==> config.mk <==
export PLATFORM = sky130hd
export DESIGN_NAME = if_fetch_queue_stage
export DESIGN_NICKNAME = d
export VERILOG_FILES = /design/src/rtl/if_fetch_queue_stage.sv
export SDC_FILE = /design/constraint.sdc
export NUM_CORES = 1
export LEC_CHECK = 0
export BUFFER_PORTS_ARGS = -buffer_cell sky130_fd_sc_hd__buf_2
export CORE_MARGIN = 2
export CORE_UTILIZATION = 52
export DETAILED_ROUTE_END_ITERATION = 8
export GPL_TIMING_DRIVEN = 0
export PLACE_DENSITY_LB_ADDON = 0.3
export REMOVE_ABC_BUFFERS = 1
export SLEW_MARGIN = 25
export SYNTH_ARGS = -nofsm -noshare
export SYNTH_HDL_FRONTEND = slang
export SYNTH_SLANG_ARGS = --single-unit
==> constraint.sdc <==
create_clock -name clk -period 4.04 [get_ports clk]
set_clock_uncertainty 0.05 [all_clocks]
set_input_delay 0.404 -clock clk [delete_from_list [all_inputs] [get_ports clk]]
set_output_delay 0.404 -clock clk [all_outputs]
set_load 0.005 [all_outputs]
==> src/rtl/if_fetch_queue_stage.sv <==
// if_fetch_queue_stage
//   Instruction-fetch stage. It generates fetch-block PCs and issues
//   FETCH_WIDTH-wide I-cache requests, with at most one request outstanding.
//   Predictor redirection is applied in the same cycle, and slots after a
//   predicted-taken branch are masked. Returned bundles are buffered in a
//   QUEUE_DEPTH-entry fetch queue that hands off to decode with valid/ready.
//
// Ports
//   clk, rst               clock; asynchronous active-high reset
//   init_pc                boot PC, sampled in BOOT
//   redirect_valid/_pc     back-end redirect; flushes the queue
//   pred_*                 predictor result for the current req_addr block
//   req_valid/req_addr     I-cache request strobe and fetch PC
//   resp_valid/resp_instr  I-cache response (latency >= 1)
//   deq_*                  head bundle of the fetch queue, popped on valid&ready
//   queue_count            queue occupancy
module if_fetch_queue_stage #(
    parameter int XLEN        = 32,
    parameter int FETCH_WIDTH = 2,
    parameter int QUEUE_DEPTH = 4,
    parameter int BHSR_W      = 8,
    localparam int SLOT_W     = (FETCH_WIDTH > 1) ? $clog2(FETCH_WIDTH) : 1,
    localparam int CNT_W      = $clog2(QUEUE_DEPTH) + 1
) (
    input  logic                        clk,
    input  logic                        rst,
    input  logic [XLEN-1:0]             init_pc,
    input  logic                        redirect_valid,
    input  logic [XLEN-1:0]             redirect_pc,
    input  logic                        pred_taken,
    input  logic [SLOT_W-1:0]           pred_slot,
    input  logic [XLEN-1:0]             pred_target,
    input  logic [BHSR_W-1:0]           pred_bhsr,
    output logic                        req_valid,
    output logic [XLEN-1:0]             req_addr,
    input  logic                        resp_valid,
    input  logic [FETCH_WIDTH*XLEN-1:0] resp_instr,
    output logic                        deq_valid,
    input  logic                        deq_ready,
    output logic [XLEN-1:0]             deq_pc,
    output logic [FETCH_WIDTH*XLEN-1:0] deq_instr,
    output logic [FETCH_WIDTH-1:0]      deq_mask,
    output logic [BHSR_W-1:0]           deq_bhsr,
    output logic [XLEN-1:0]             deq_next_pc,
    output logic [CNT_W-1:0]            queue_count
);

    localparam int              PTR_W     = $clog2(QUEUE_DEPTH);
    localparam logic [XLEN-1:0] BLK_BYTES = XLEN'(FETCH_WIDTH * 4);

    typedef enum logic [1:0] {BOOT, IDLE, WAIT, DROP} state_t;

    state_t                r_state, w_next_state;
    logic [XLEN-1:0]       r_fetch_pc;

    // Per-request information, latched at issue and consumed at enqueue
    logic [XLEN-1:0]       r_base, r_target;
    logic [SLOT_W-1:0]     r_start, r_slot;
    logic                  r_taken;
    logic [BHSR_W-1:0]     r_bhsr;

    logic [XLEN-1:0]             r_q_pc     [QUEUE_DEPTH];
    logic [FETCH_WIDTH*XLEN-1:0] r_q_instr  [QUEUE_DEPTH];
    logic [FETCH_WIDTH-1:0]      r_q_mask   [QUEUE_DEPTH];
    logic [BHSR_W-1:0]           r_q_bhsr   [QUEUE_DEPTH];
    logic [XLEN-1:0]             r_q_next   [QUEUE_DEPTH];
    logic [PTR_W-1:0]            r_wr_ptr, r_rd_ptr;
    logic [CNT_W-1:0]            r_count;

    logic                   w_issue, w_enq, w_pop;
    logic [XLEN-1:0]        w_base, w_next_pc;
    logic [SLOT_W-1:0]      w_start;
    logic                   w_taken;
    logic [FETCH_WIDTH-1:0] w_mask;

    assign w_base  = r_fetch_pc & ~(BLK_BYTES - XLEN'(1));
    assign w_start = SLOT_W'((r_fetch_pc >> 2) & XLEN'(FETCH_WIDTH - 1));
    // A taken slot before the entry point lies behind the fetch PC, so it is
    // ignored both for the next fetch PC and for the bundle's mask/next_pc.
    assign w_taken = pred_taken && (pred_slot >= w_start);

    // Next-state and request/enqueue decisions
    always_comb begin
        w_next_state = r_state;
        w_issue      = 1'b0;
        w_enq        = 1'b0;
        case (r_state)
            BOOT: w_next_state = IDLE;
            IDLE: begin
                // Issue uses the pre-pop count; a slot is reserved per request
                if (!redirect_valid && (r_count < CNT_W'(QUEUE_DEPTH))) begin
                    w_issue      = 1'b1;
                    w_next_state = WAIT;
                end
            end
            WAIT: begin
                if (redirect_valid) begin
                    w_next_state = resp_valid ? IDLE : DROP;
                end else if (resp_valid) begin
                    w_enq        = 1'b1;
                    w_next_state = IDLE;
                end
            end
            DROP: if (resp_valid) w_next_state = IDLE;
            default: w_next_state = BOOT;
        endcase
    end

    always_ff @(posedge clk or posedge rst) begin
        if (rst) r_state <= BOOT;
        else     r_state <= w_next_state;
    end

    always_ff @(posedge clk or posedge rst) begin
        if (rst) begin
            r_fetch_pc <= '0;
            r_base     <= '0;
            r_target   <= '0;
            r_start    <= '0;
            r_slot     <= '0;
            r_taken    <= 1'b0;
            r_bhsr     <= '0;
        end else if (r_state == BOOT) begin
            r_fetch_pc <= redirect_valid ? redirect_pc : init_pc;
        end else if (redirect_valid) begin
            r_fetch_pc <= redirect_pc;
        end else if (w_issue) begin
            r_fetch_pc <= w_taken ? pred_target : w_base + BLK_BYTES;
            r_base     <= w_base;
            r_target   <= pred_target;
            r_start    <= w_start;
            r_slot     <= pred_slot;
            r_taken    <= w_taken;
            r_bhsr     <= pred_bhsr;
        end
    end

    always_comb begin
        w_mask = '0;
        for (int unsigned i = 0; i < FETCH_WIDTH; i++) begin
            w_mask[i] = (SLOT_W'(i) >= r_start) && (!r_taken || (SLOT_W'(i) <= r_slot));
        end
    end

    assign w_next_pc = r_taken ? r_target : r_base + BLK_BYTES;

    assign deq_valid = (r_count != '0) && !redirect_valid;
    assign w_pop     = deq_valid && deq_ready;

    always_ff @(posedge clk or posedge rst) begin
        if (rst) begin
            r_wr_ptr <= '0;
            r_rd_ptr <= '0;
            r_count  <= '0;
            for (int unsigned i = 0; i < QUEUE_DEPTH; i++) r_q_mask[i] <= '0;
        end else if (redirect_valid) begin
            r_wr_ptr <= '0;
            r_rd_ptr <= '0;
            r_count  <= '0;
        end else begin
            if (w_enq) begin
                r_q_mask[r_wr_ptr] <= w_mask;
                r_wr_ptr           <= r_wr_ptr + PTR_W'(1);
            end
            if (w_pop) r_rd_ptr <= r_rd_ptr + PTR_W'(1);
            r_count <= r_count + CNT_W'(w_enq) - CNT_W'(w_pop);
        end
    end

    // Payload storage needs no reset; validity is tracked by the count
    always_ff @(posedge clk) begin
        if (w_enq) begin
            r_q_pc[r_wr_ptr]    <= r_base;
            r_q_instr[r_wr_ptr] <= resp_instr;
            r_q_bhsr[r_wr_ptr]  <= r_bhsr;
            r_q_next[r_wr_ptr]  <= w_next_pc;
        end
    end

    assign req_valid   = w_issue;
    assign req_addr    = r_fetch_pc;
    assign deq_pc      = r_q_pc[r_rd_ptr];
    assign deq_instr   = r_q_instr[r_rd_ptr];
    assign deq_mask    = r_q_mask[r_rd_ptr];
    assign deq_bhsr    = r_q_bhsr[r_rd_ptr];
    assign deq_next_pc = r_q_next[r_rd_ptr];
    assign queue_count = r_count;

endmodule

==> results of run 1 <==
==> per-layer routing <==
metal / up-vias / GRT usage [%] / part of all wire, %
met5: - / 0 / 0.064
met4: 8 / 7.163 / 1.9
met3: 104 / 5.578 / 8.0
met2: 622 / 40.09 / 49
met1: 7911 / 33.83 / 41
li1: 6731 / - / -
==> worst paths after layout <==
| kind | depth (start not counted) | start | endpoint | slack [ns] |
|---|---|---|---|---|
| setup / recovery | 6 | r_state[0] | req_valid | 0.74 |
| hold / removal | 2 | pred_bhsr[2] | r_bhsr[2] | 0.03 |
| setup reg to reg | 5 | r_state[0] | req_addr[29] | 1.10 |
| hold reg to reg | 2 | req_addr[1] | req_addr[1] | 0.44 |
| max in group asynchronous | 4 | rst | r_taken | 2.85 |
| min in group asynchronous | 3 | rst | r_bhsr[3] | 0.34 |
==> cells in the final DEF (no fill, tap or decap), drive strengths merged, types with 4 or more instances in the layout <==
cell / n
xor2: 18
o221ai: 5
mux2: 69
nand4: 21
nor2: 48
nand2b: 10
a31oi: 14
a211oi: 5
and3: 10
nor4: 8
mux2i: 9
nand2: 104
clkbuf: 94
a21oi: 28
a2bb2oi: 4
o21ai: 66
nor3: 20
clkinv: 17
a2111oi: 4
or3: 6
inv: 20
dlygate4sd3: 81
nand3: 24
xnor2: 18
bufinv: 5
ha: 8
edfxtp: 532
mux4: 135
o211ai: 5
buf: 369
o22ai: 6
and2: 12
nor2b: 5
dfrtp: 121
==> metrics by stage <==
step | util (%) | cells | total power, W
after floorplan | - | 1388 | 0.01210
after global placement | 56.97 | 2406 | 0.01366
after detailed placement | 58.28 | 2429 | 0.01403
after CTS | 64.12 | 2628 | 0.02010
after global routing | 64.12 | 2628 | 0.02084
final | 64.13 | 2629 | 0.01997
==> sequential cells by signal (all words and copies together), names as in the netlist <==
signal       cells
r_bhsr           8
r_base          29
req_addr        32
r_state          2
r_taken          1
queue_count      3
r_q_pc         116
r_q_bhsr        32
r_wr_ptr         2
r_q_mask         8
r_target        32
r_slot           1
r_rd_ptr         2
r_q_instr      256
r_q_next       128
r_start          1
==> power by group through the flow <==
| stage | Sequential, W | Combinational (W) | Clock, W |
|---|---|---|---|
| final | 0.00947 | 0.00450 | 0.00600 |
| after global routing | 0.00958 | 0.00488 | 0.00638 |
| after CTS | 0.00945 | 0.00453 | 0.00613 |
| after detailed placement | 0.00958 | 0.00445 | 0 |
| after global placement | 0.00976 | 0.00390 | 0 |
| after floorplan | 0.00942 | 0.00268 | 0 |
==> critical path, stage by stage (launching register included) <==
cell,delay [ns]
dfrtp_1,0.57
inv_2,0.11
or3_1,0.51
nor2_4,0.52
buf_16,0.23
buf_16,0.18
buf_2,0.13
==> cells by family (layout without fill, tap and decap cells) <==
group | count (synthesis) | in the layout | synth area share, %
compound gates | 172 | 172 | 4.162
simple gates | 283 | 283 | 5.421
flops | 653 | 653 | 72.16
mux | 213 | 213 | 14.84
fa+ha+maj | 9 | 9 | 0.4561
other cells | 1 | 4 | 0.01424
buf+inv | 101 | 587 | 1.753
xor+xnor | 36 | 36 | 1.197
==> final cells by class <==
cell class | count | share of cell area (%)
antenna | 1 | 0.007794
sequential | 653 | 59.22
inverter | 19 | 0.3390
timing repair buffer | 450 | 9.766
clock inverter | 24 | 0.7482
clock buffer | 94 | 5.834
tap | 672 | 2.619
multi-input combinational | 716 | 21.46
==> what timing repair did <==
item / 4_1_cts / 5_1_grt
resized for setup: 0 / 0
hold buffers: 81 / 0
endpoints found under the hold margin: 336 / 0
==> out/results.txt, run 1 <==
Clock transition at path regs - 0.06 ns
Final min period - 3.297 ns
status - finished, final reports clean
largest net degree at the start of global routing - 66
first-pass iteration count of the detailed router - 5
DRC Markers - 0
Clock Latency Late Sink - 0.59 ns
Die X - 229.0 um
first-pass GRT wire length - 97.56 mm
vias in the first global route - 15923
fraction of layout instances using a drive strength above 1 - 35.33%
unrepaired setup endpoints after global routing - false
Cell Pwr Density - 622.0 nW/um^2
crit path kind - register to output pin
maximum VDD drop - 383.4 uV
DR vias/cell - 5.849
most common cell in the netlist - edfxtp_1
critical path data arrival time - 2.84 ns
commonest cells in the netlist - 532 x edfxtp_1, 135 x mux4_2, 121 x dfrtp_1
Yosys warning total - 0
Mapped Cells - 1468
syn_area_per_cell - 17.94 um^2
GRT Total Usage - 24.68%
Int Pwr - 0.01420 W
CTS tree - yes
worst slew pin tran - 0.9222 ns
Core ar. - 50070 um^2
DIE HEIGHT - 229.0 um
Synth top area share - 60.66%
cell area after placement - 29180 um^2
Clk pwr share - 30.0%
CTS root buf - clkbuf_16
post-DR wirelength/cell - 24.27 um
Synth cell types - 77
I/O Pins - 350
startpoint types - register
clock sinks - 653
sequential power share - 47.4%
dpl ws - 0.8740 ns
Port Buffers - 346
Leak Pwr - 11.28 nW
RD Place Congestion - 0.8672
NetSw - 0.005774 W
final worst slack - 0.7434 ns
number of CTS-inserted buffers - 69
design area - 32110 um^2
FFs w/ async S/R, synth - 18.53%
worst rel slew slack - 38.45%
DP Wirelength - 40.33 mm
worst hold slack - 0.02781 ns
initial antenna violation count - 6
maximum clock rate - 0.3033 GHz
sw frac - 28.91%
HP Class - input port to register
Antenna Nets Post-Route - 0
Post-Syn Area - 26340 um^2
CP Capture Type - output pin
Synth area leader - edfxtp_1
sequential-to-total area share from yosys stat - 72.16%
Starting Density - 52.60%
aggregate global routing overflow - 0
Bufs on Longest Clock Path - 3
max-cap viol count - 0
area of the multi-input gates - 6892 um^2
Syn-to-layout area delta - 21.92%
Post-CTS Setup Bufs - 0
post-synthesis sequential element count - 653
drt total wl - 63.81 mm
FP Rows - 82
Final nets - 2093
storage element area - 19010 um^2
largest cells by area after synthesis - edfxtp_1 61%, mux4_2 12%, dfrtp_1 11%
die area - 52460 um^2
fin. max-slew vios - 0
top_reg_cell synth - edfxtp_1
Gate power share - 22.5%
CP required - 3.59 ns
H-tree lvl count - 3
period utilization - 81.60%
# setup viols final - 0
FILL cells - 3570
via count - 15376
Post-synth EDFFs - 532
crit path max fanout - 20
setup tns final - 0 ns
violation count after the first detailed-route iteration - 1323
Fin. Hold Viols - 0
Note: power is estimated with default switching activity, not from simulation.
==> run 2: changes to the inputs <==
- CORE_UTILIZATION: 52 -> 58
- clock period: 4.04 -> 3.38 ns (I/O delays scaled with it)
==> run 2 against run 1 <==
Compared with the run above:
- global-route usage increased by 3.8 points
- sequential share of layout area fell by 0.42 points
- combinational power up 22%
- sequential power increased by 19%
- highest routed layer is now met4
- non-clock buffer count rose by 31
- critical path depth is the same
- critical path type is now input port to register
- setup slack worse by 0.60 ns
- flip-flop and latch count stayed put
- first-iteration DRC count rose by 9.9%
- wire length is 3.6% higher
==> out/results.txt, run 2 (synthesized netlist as in run 1, its figures left out) <==
Reg2Reg Depth - 5
CP Capture Type - register
most frequent cells in the layout - 532 x edfxtp_1, 346 x buf_2, 135 x mux4_2
HP Class - input port to register
vias in the first global route - 15908
crit path max fanout - 53
CP required - 3.86 ns
max FFs per register - 256
Die X - 217.1 um
H-tree lvl count - 3
Post-CTS Setup Bufs - 0
CTS tree - yes
Hold Path Stages - 3
CP cell instances - buf_2, clkinvlp_4, nand2_1, a21oi_1, a21oi_1, dlygate4sd3_1
Clk pwr share - 30.5%
DRC Markers - 0
worst slew pin tran - 1.102 ns
max-cap viol count - 0
Port Buffers - 346
Int Pwr - 0.01715 W
placed instance count - 2354
biggest regs - r_q_instr x256, r_q_next x128, r_q_pc x116
Final nets - 2123
final worst slack - 0.1450 ns
Biggest register - r_q_instr
unrepaired setup endpoints after global routing - false
Cell Count, Final, Fillers Out - 2594
largest net degree at the start of global routing - 77
sw frac - 28.94%
Core ar. - 45090 um^2
fin. max-slew vios - 0
Bufs on Longest Clock Path - 3
post-DR wirelength/cell - 25.49 um
crit path kind - input port to register
Fin. Hold Viols - 0
dpl ws - -0.09277 ns
DIE HEIGHT - 217.1 um
startpoint types - input port
via count - 15775
aggregate global routing overflow - 0
reg2reg setup slack - 0.32 ns
initial antenna violation count - 3
Clock Latency Late Sink - 0.60 ns
# setup viols final - 0
drt total wl - 66.13 mm
CTS root buf - clkbuf_16
critical path data arrival time - 3.72 ns
Gate power share - 22.8%
most used cell, CP - a21oi_1
final core utilization - 71.71%
Clock transition at path regs - 0.06 ns
first-pass iteration count of the detailed router - 6
number of CTS-inserted buffers - 67
RD Place Congestion - 0.8377
period utilization - 95.71%
Leak Pwr - 11.42 nW
DR vias/cell - 6.081
first-pass GRT wire length - 98.68 mm
Final min period - 3.235 ns
Syn-to-layout area delta - 22.78%
NetSw - 0.006984 W
worst rel slew slack - 26.50%
violation count after the first detailed-route iteration - 1454
clock sinks - 653
sequential power share - 46.7%
fraction of layout instances using a drive strength above 1 - 35.08%
maximum clock rate - 0.3091 GHz
status - finished, final reports clean
FP Rows - 78
Cell Pwr Density - 746.2 nW/um^2
Starting Density - 58.41%
Crit path largest cell delay - 0.94 ns
I/O Pins - 350
Antenna Nets Post-Route - 0
maximum VDD drop - 507.3 uV
Slowest-stage cell, CP - clkinvlp_4
GRT Total Usage - 28.43%
die area - 47130 um^2
DP Wirelength - 39.94 mm
setup tns final - 0 ns
most common cell after layout, fill and taps aside - edfxtp_1
-- run 2: changes by cell type in the layout (fill, tap and decap cells not counted), moves of 2 or more --
cell / delta
buf_16: -6
clkbuf_1: -12
dlygate4sd3_1: +34
buf_12: +2
diode_2: +3
clkinvlp_4: +2
bufinv_16: +2
clkinv_1: +5
clkinv_2: +5
-- run 2: final timing paths --
| path | startpoint | endpoint |
|---|---|---|
| worst min-delay path | redirect_pc[0] | req_addr[0] |
| worst max-delay path | redirect_valid | req_addr[11] |
| min in group asynchronous | rst | r_bhsr[6] |
| worst max register to register | r_state[0] | req_addr[11] |
| worst min register to register | r_q_mask[3] | r_q_mask[3] |
| max in group asynchronous | rst | r_target[12] |
-- run 2: timing repair --
item	CTS	global route
gates resized for setup	0	1
hold endpoints to repair	359	0
setup endpoints to repair	0	4
hold buffers	115	0
-- run 2: metrics by stage --
stage          hold WS (ns)  area, um^2  power, W
2_1_floorplan        0.3536       25950   0.01442
6_report            0.02884       32330   0.02413
4_1_cts            0.001679       32310   0.02422
3_3_place_gp         0.4082       28430   0.01604
3_5_place_dp         0.3402       28980   0.01672
5_1_grt             0.02452       32320   0.02513
-- run 2: power groups by stage --
stage	clock network, W	logic (W)	registers (W)
floorplan	0	0.00317	0.0112
CTS	0.00748	0.00549	0.0112
global route	0.00777	0.00596	0.0114
detailed placement	0	0.00533	0.0114
global placement	0	0.00445	0.0116
finish	0.00736	0.00551	0.0113
-- run 2: metal layers --
layer | vias to the layer above | GRT usage (%) | part of all wire (%) | wire length [um]
li1 | 6787 | - | - | -
met5 | - | 0 | 0 | 0
met1 | 8100 | 38.33 | 39 | 25800
met2 | 775 | 46.18 | 49 | 32730
met4 | 0 | 10.98 | 3.4 | 2234
met3 | 113 | 5.954 | 8.1 | 5372
-- run 2: critical path: cells and delay by family --
family	cells	cell delay [ns]
AO/OA/AOI/OAI	2	0.24
buffers and inverters	3	2.32
AND/OR/NAND/NOR	1	0.80
-- run 2: cell type report --
class                      count  area (um^2)
timing repair buffer         481         3363
sequential                   653        19010
clock inverter                38        360.3
antenna                        4        10.01
multi-input combinational    717         6898
fill                        2874        12750
inverter                      19        112.6
tap                          600        750.7
clock buffer                  82         1828
==> run 3: changes to the inputs <==
- CORE_ASPECT_RATIO: default -> 0.8
==> run 3 against run 2 <==
Compared with the run above:
- flip-flop and latch count did not move
- register-to-register slack worse by 0.04 ns
- clock-buffer cell count decreased by 7
- setup slack gained 0.056 ns
- non-clock buffer count increased by 10
- maximum frequency up 1.8%
- wire length shrank 1.7%
- combinational power is 1% higher
- global-route usage fell by 0.70 points
- sequential power about the same
- power down 0.77%
- design area increased by 0.15%
==> out/results.txt, run 3 (synthesized netlist as in run 1, its figures left out) <==
status - finished, final reports clean
DP Wirelength - 39.98 mm
maximum VDD drop - 550.1 uV
met3 Use GR - 5.772%
HP Class - input port to register
Clock transition at path regs - 0.07 ns
maximum clock rate - 0.3146 GHz
first-pass GRT wire length - 98.29 mm
number of CTS-inserted buffers - 60
Bufs on Longest Clock Path - 3
fraction of layout instances using a drive strength above 1 - 35.04%
cell area after placement - 29050 um^2
Die X - 242.2 um
period utilization - 94.04%
Syn-to-layout area delta - 22.96%
storage element area - 19020 um^2
Crit path max-delay family - buffers and inverters
DR vias/cell - 6.049
startpoint types - register
Critical path origin - r_state[0]
Port Buffers - 346
# setup viols final - 0
critical path data arrival time - 2.79 ns
RD Place Congestion - 0.8637
I/O Pins - 350
die area - 47140 um^2
most frequent cells in the layout - 532 x edfxtp_1, 345 x buf_2, 135 x mux4_2
setup tns final - 0 ns
GRT Total Usage - 27.73%
Reg2Reg Depth - 5
area of the multi-input gates - 6900 um^2
sum of buffers and inverters on the critical path - 5
biggest regs - r_q_instr x256, r_q_next x128, r_q_pc x116
Final nets - 2125
CP required - 2.99 ns
reg2reg setup slack - 0.28 ns
Final min period - 3.178 ns
initial antenna violation count - 6
Starting Density - 59.00%
Top Usage Layer GRT - met2
worst hold endpoint - req_addr[10]
most common cell after layout, fill and taps aside - edfxtp_1
dpl ws - -0.1838 ns
Antenna Nets Post-Route - 0
violation count after the first detailed-route iteration - 1636
Cell Pwr Density - 739.4 nW/um^2
global routing usage on met1 - 38.60%
drt total wl - 64.98 mm
CTS tree - yes
DRC Markers - 0
most used cell, CP - buf_16
via count - 15727
Leak Pwr - 11.44 nW
post-DR wirelength/cell - 24.99 um
first-pass iteration count of the detailed router - 5
crit path max fanout - 22
CP Capture Type - output pin
FF-to-FF End - req_addr[8]
final worst slack - 0.2015 ns
FILL cells - 2712
vias in the first global route - 16259
aggregate global routing overflow - 0
worst slew pin tran - 1.064 ns
CTS root buf - clkbuf_16
GRT met2 Usage - 44.83%
CP cell instances - inv_2, or3_1, nor2_4, buf_16, buf_16, buf_16, buf_2
Core ar. - 44630 um^2
largest net degree at the start of global routing - 84
unrepaired setup endpoints after global routing - false
Clock Latency Late Sink - 0.62 ns
worst rel slew slack - 28.97%
Fin. Hold Viols - 0
crit path kind - register to output pin
worst hold start - redirect_pc[10]
design area - 32380 um^2
Slowest-stage cell, CP - or3_1
max-cap viol count - 0
worst reg2reg startpoint - r_state[0]
max FFs per register - 256
fin. max-slew vios - 0
Crit path largest cell delay - 0.54 ns
FP Rows - 69
Biggest register - r_q_instr
final core utilization - 72.55%
Hold Path Stages - 3
clock sinks - 653
DIE HEIGHT - 194.6 um
H-tree lvl count - 2
total power - 0.02394 W
[run 3: worst reg2reg max path, stage by stage, from the launching register on]
cell,delay (ns)
dfrtp_2,0.51
a21oi_2,0.71
nand2_1,0.69
a21oi_1,0.33
a21oi_1,0.12
dlygate4sd3_1,0.58
[run 3: metrics by stage]
step	std cells	hold WS, ns
2_1_floorplan	1388	0.3536
3_3_place_gp	2337	0.4091
3_5_place_dp	2357	0.3020
4_1_cts	2594	0.001831
5_1_grt	2599	0.02623
6_report	2600	0.03341
[run 3: layer usage]
| metal | up-vias | part of all wire, % |
|---|---|---|
| met1 | 8088 | 40 |
| li1 | 6810 | - |
| met3 | 108 | 8.7 |
| met4 | 2 | 2.4 |
| met5 | - | 0.020 |
| met2 | 719 | 49 |
[run 3: layout make-up]
class                           instances  share of cell area [%]
Antenna cell                            5                 0.03864
Clock buffer                           75                   4.938
Clock inverter                         38                   1.414
Inverter                               19                  0.3362
Multi-Input combinational cell        716                   21.31
Sequential cell                       653                   58.72
Tap cell                              603                   2.330
Timing Repair Buffer                  491                   10.91
[run 3: worst max path at each step]
stage / to / slack, ns / cells past startpoint
detailed placement: req_addr[29] / -0.18 / 6
CTS: req_valid / 0.05 / 7
floorplan: deq_bhsr[0] / -2.89 / 1
global route: deq_instr[18] / 0.07 / 6
finish: req_valid / 0.20 / 7
global placement: deq_pc[26] / -5.52 / 2
[run 3: what timing repair did]
item	in CTS	in global routing
pin swaps	0	0
setup buffers	1	0
setup endpoints to repair	23	2
hold buffers	123	0
endpoints found under the hold margin	349	0
resized for setup	0	1
cloned	0	1
[run 3: power by group]
| group | internal, W | switching [W] | total (W) |
|---|---|---|---|
| combinational | 0.00271 | 0.00289 | 0.00559 |
| clock | 0.00413 | 0.00292 | 0.00705 |
| sequential | 0.0101 | 0.00121 | 0.0113 |
